`src/rtl/debounce_pkg.sv`:
```
// Shared types and helpers for the debounce_edge conditioning stage.
// Provides the FSM state encoding and the counter-width calculation.
package debounce_pkg;

    typedef enum logic [1:0] {
        STABLE_LOW  = 2'b00,
        PEND_HIGH   = 2'b01,
        STABLE_HIGH = 2'b10,
        PEND_LOW    = 2'b11
    } deb_state_t;

    // Width needed to hold counts 0..stable inclusive.
    function automatic int cnt_w(input int stable);
        return $clog2(stable + 1);
    endfunction

endpackage

```
`src/rtl/sync_chain.sv`:
```
// Synchroniser flop chain; shifts every cycle.
// Ports: aclk clock, srst sync reset (active-high), d async-ish input, q last stage.
module sync_chain #(
    parameter int   STAGES    = 2,
    parameter logic RESET_VAL = 1'b0
) (
    input  logic aclk,
    input  logic srst,
    input  logic d,
    output logic q
);

    logic [STAGES-1:0] r_q;

    always_ff @(posedge aclk) begin
        if (srst) begin
            r_q <= {STAGES{RESET_VAL}};
        end else begin
            r_q <= {r_q[STAGES-2:0], d};
        end
    end

    assign q = r_q[STAGES-1];

endmodule

```
`src/rtl/debounce_edge.sv`:
```
// Debouncer with registered level and single-cycle rise/fall pulses.
// Ports: aclk, srst (sync, active-high), d_in raw level, en sample tick,
//        level_o debounced level, rise_o/fall_o edge pulses, busy_o change pending.
module debounce_edge
    import debounce_pkg::*;
#(
    parameter int   SYNC_STAGES   = 2,
    parameter int   STABLE_CYCLES = 8,
    parameter logic RESET_LEVEL   = 1'b0
) (
    input  logic aclk,
    input  logic srst,
    input  logic d_in,
    input  logic en,
    output logic level_o,
    output logic rise_o,
    output logic fall_o,
    output logic busy_o
);

    localparam int CNT_W = cnt_w(STABLE_CYCLES);
    localparam logic [CNT_W-1:0] LAST = CNT_W'(STABLE_CYCLES - 1);
    localparam logic ONE_SHOT = (STABLE_CYCLES == 1);

    logic             w_s;
    logic             w_diff;
    logic             w_pend;
    logic             w_commit;
    deb_state_t       r_state;
    logic [CNT_W-1:0] r_cnt;
    logic             r_level;
    logic             r_rise;
    logic             r_fall;
    logic             r_busy;

    sync_chain #(
        .STAGES    (SYNC_STAGES),
        .RESET_VAL (RESET_LEVEL)
    ) u_sync (
        .aclk (aclk),
        .srst (srst),
        .d    (d_in),
        .q    (w_s)
    );

    assign w_diff = (w_s != r_level);
    assign w_pend = (r_state == PEND_HIGH) || (r_state == PEND_LOW);

    // A change is accepted on the enabled sample that completes the run;
    // with a single-sample requirement a stable state commits directly.
    assign w_commit = en && w_diff && (w_pend ? (r_cnt == LAST) : ONE_SHOT);

    always_ff @(posedge aclk) begin
        if (srst) begin
            r_state <= RESET_LEVEL ? STABLE_HIGH : STABLE_LOW;
            r_cnt   <= '0;
            r_level <= RESET_LEVEL;
            r_rise  <= 1'b0;
            r_fall  <= 1'b0;
            r_busy  <= 1'b0;
        end else begin
            r_rise <= 1'b0;
            r_fall <= 1'b0;
            if (w_commit) begin
                r_level <= ~r_level;
                r_rise  <= ~r_level;
                r_fall  <= r_level;
                r_state <= r_level ? STABLE_LOW : STABLE_HIGH;
                r_cnt   <= '0;
                r_busy  <= 1'b0;
            end else if (en) begin
                unique case (r_state)
                    STABLE_LOW, STABLE_HIGH: begin
                        if (w_diff) begin
                            r_state <= r_level ? PEND_LOW : PEND_HIGH;
                            r_cnt   <= CNT_W'(1);
                            r_busy  <= 1'b1;
                        end
                    end
                    PEND_HIGH, PEND_LOW: begin
                        if (!w_diff) begin
                            // Glitch ended before the run completed.
                            r_state <= r_level ? STABLE_HIGH : STABLE_LOW;
                            r_cnt   <= '0;
                            r_busy  <= 1'b0;
                        end else begin
                            r_cnt <= r_cnt + CNT_W'(1);
                        end
                    end
                endcase
            end
        end
    end

    assign level_o = r_level;
    assign rise_o  = r_rise;
    assign fall_o  = r_fall;
    assign busy_o  = r_busy;

endmodule

```
`config.mk`:
```
export PLATFORM = sky130hd
export DESIGN_NAME = debounce_edge
export DESIGN_NICKNAME = d
export VERILOG_FILES = /design/src/rtl/debounce_pkg.sv /design/src/rtl/sync_chain.sv /design/src/rtl/debounce_edge.sv
export SDC_FILE = /design/constraint.sdc
export NUM_CORES = 1
export LEC_CHECK = 0
export BUFFER_PORTS_ARGS = -buffer_cell sky130_fd_sc_hd__buf_2
export CAP_MARGIN = 40
export CORE_UTILIZATION = 31
export DETAILED_ROUTE_END_ITERATION = 10
export GPL_ROUTABILITY_DRIVEN = 0
export GPL_TIMING_DRIVEN = 0
export SLEW_MARGIN = 20
export SYNTH_ARGS = -nofsm -noshare
export SYNTH_HDL_FRONTEND = slang
export SYNTH_SLANG_ARGS = --single-unit
```
`constraint.sdc`:
```
create_clock -name aclk -period 3.9 [get_ports aclk]
set_input_delay 0.195 -clock aclk [delete_from_list [all_inputs] [get_ports aclk]]
set_output_delay 0.195 -clock aclk [all_outputs]
set_load 0.02 [all_outputs]
```
==> flow_summary.json <==
{
  "crit_slowest_cell": "dfxtp_1",
  "htreeDepth": 1,
  "drcViolationCount": 0,
  "synth_edf_count": 0,
  "final_max_slew_viol_count": 0,
  "drt_iter0_markers": 9,
  "worst_pin_slew_ps": 461,
  "drive_gt1_frac": 0.238,
  "critical_path_required_ps": 4050,
  "fin_crit_sh": 0.367,
  "die_w_um": 41.3,
  "crit_path_end_kind": "register",
  "irDropWorstVdd_v": 0.000199,
  "cp-start-kind": "register",
  "rsz0062_at_grt": "false",
  "die_area_sq_um": 1710,
  "cpPeakStageDelay_ps": 390,
  "slew_headroom": 0.693,
  "root_buffer": "clkbuf_4",
  "dr.pass1.iters": 4,
  "syn_to_final_growth_pct": 15.7,
  "globalRoute.totalOverflow": 0,
  "maxCapViolCount": 0,
  "routedWlPerCell_um": 11.0,
  "clkLatencyLatePin_ps": 270,
  "synth.avg_cell_area_sq_um": 9.04,
  "grt_antenna_before_repair": 0,
  "fin_nets": 69,
  "grt_pass1_wl_mm": 1.44,
  "setup-tns-final_ps": 0,
  "yosysSeqAreaShare": 0.460,
  "hold_buffers": 0,
  "grt_max_degree": 11,
  "rows": 13,
  "cts_setup_buffers": 0,
  "core_sq_um": 1370,
  "status": "completed",
  "crit_fanout": 5,
  "viasPerCell": 4.97,
  "yosysWarnings": 0,
  "die_y_um": 41.3,
  "dp_hpwl_um": 582,
  "netlist_instances": 53,
  "arrival_ps": 1580,
  "crit_chain": "ha_1 -> and3b_2 -> and4_4 -> xnor2_1 -> nor2_1",
  "place_ws_ps": 2490,
  "hold_viol_final": 0,
  "port_buffers": 6,
  "synth_seq_cells": 11,
  "hp-class": "in -> reg",
  "diodes": 0,
  "grt.total_usage": 0.139,
  "final-setup-viol-count": 0,
  "powerDensity_nw_per_um2": 372,
  "post_cts.resized_instances": 0,
  "syn_nets": 58,
  "num_vias": 388,
  "numClockSinks": 11,
  "ys.flop_type": "dfxtp_1",
  "start_util": 0.351,
  "fin_skew_ps": 3.41,
  "cts_tree": "yes",
  "detail-route-antenna-nets": 0,
  "wl_um": 855,
  "p_leak_uw": 0.000221,
  "clockBufferDepth": 2,
  "cts_buffers": 3,
  "syn_area_sq_um": 479,
  "grt_pass1_vias": 356,
  "io-pin-count": 8,
  "period_minus_slack_ps": 1430,
  "setup_ws_ps": 2470,
  "async_reset_ff_frac": 0,
  "critPathKind": "reg -> reg",
  "ys_types": 24,
  "clkTransAtPathRegs_ps": 70,
  "fmax_mhz": 699
}
Yosys cell counts (all sizes together), types with 2 or more instances:
cell type	n	area, sq um
inv	2	7.51
dfxtp	11	220
a21oi	4	20.0
nor3	5	25.0
nand3	3	15.0
o21ai	2	10.0
nor2b	3	18.8
clkbuf	2	7.51
nand2	6	22.5
cells in the final DEF, fill, tap and decap left out:
| cell | instances |
|---|---|
| nor3_1 | 5 |
| and3_2 | 1 |
| xor2_2 | 1 |
| nor2_1 | 1 |
| and3b_2 | 1 |
| nand2_1 | 6 |
| and4_4 | 1 |
| a31oi_1 | 1 |
| a21oi_1 | 4 |
| mux2i_1 | 1 |
| or2_0 | 1 |
| a22oi_1 | 1 |
| ha_1 | 1 |
| inv_1 | 2 |
| o21ai_0 | 2 |
| xnor2_1 | 1 |
| mux2_2 | 1 |
| nand3_1 | 3 |
| a211oi_1 | 1 |
| dfxtp_1 | 11 |
| clkbuf_4 | 3 |
| buf_2 | 7 |
| a32oi_1 | 1 |
| nor2b_1 | 3 |
| clkbuf_1 | 3 |
cell type report:
type / count / area [sq um]
Fill cell: 152 / 812
Multi-Input combinational cell: 37 / 239
Sequential cell: 11 / 220
Timing Repair Buffer: 6 / 30.0
Clock buffer: 4 / 26.3
Tap cell: 15 / 18.8
Buffer: 3 / 12.5
Inverter: 2 / 7.51
critical path, delay by kind of cell, from the launching register on:
| family | cells | cell delay (ps) |
|---|---|---|
| simple gates | 3 | 560 |
| xor+xnor | 1 | 110 |
| fa+ha+maj | 1 | 240 |
| flops | 1 | 390 |
flip-flops by register name, indices dropped and copies added, names as in the netlist:
name	count
rise_o	1
fall_o	1
r_cnt	4
r_state	1
busy_o	1
u_sync.r_q	2
level_o	1
kinds of logic (layout without fill, tap and decap cells):
family | after synthesis | after routing | share of synthesized area
buffers and inverters | 5 | 15 | 0.0418
flip-flops | 11 | 11 | 0.460
adder cells (fa/ha/maj) | 1 | 1 | 0.0261
XOR/XNOR | 2 | 2 | 0.0522
multiplexers | 2 | 2 | 0.0444
AO/OA/AOI/OAI | 10 | 10 | 0.125
AND/OR/NAND/NOR | 22 | 22 | 0.251
per-stage QoR:
| step | cells | power (uW) | util | cell area, sq um | hold WS (ps) |
|---|---|---|---|---|---|
| global route | 78 | 218 | 0.406 | 554 | 74.8 |
| floorplan | 53 | 127 | - | 479 | 267 |
| global placement | 74 | 130 | 0.386 | 528 | 364 |
| detailed placement | 74 | 131 | 0.386 | 528 | 370 |
| finish | 78 | 206 | 0.406 | 554 | 81.7 |
| CTS | 78 | 209 | 0.406 | 554 | 73.2 |
where the power goes:
group | internal, uW | switching, uW
logic | 4.75 | 7.43
registers | 115 | 1.28
clock network | 39.6 | 38.2
per-layer routing:
layer | share of wire | GRT usage
met3 | 0.056 | 0.0957
met1 | 0.52 | 0.159
met5 | 0 | 0
met4 | 0.0094 | 0.0484
met2 | 0.41 | 0.203
final timing paths:
path	start	end	slack (ps)	cells after the start
setup / recovery	r_cnt[0]$_SDFFE_PP0P_	level_o$_SDFFE_PP0P_	2470	5
hold / removal	srst	u_sync.r_q[1]$_SDFF_PP0_	80	2
setup reg to reg	r_cnt[0]$_SDFFE_PP0P_	level_o$_SDFFE_PP0P_	2470	5
hold reg to reg	u_sync.r_q[0]$_SDFF_PP0_	u_sync.r_q[1]$_SDFF_PP0_	440	1
(Power assumes the default switching activity.)
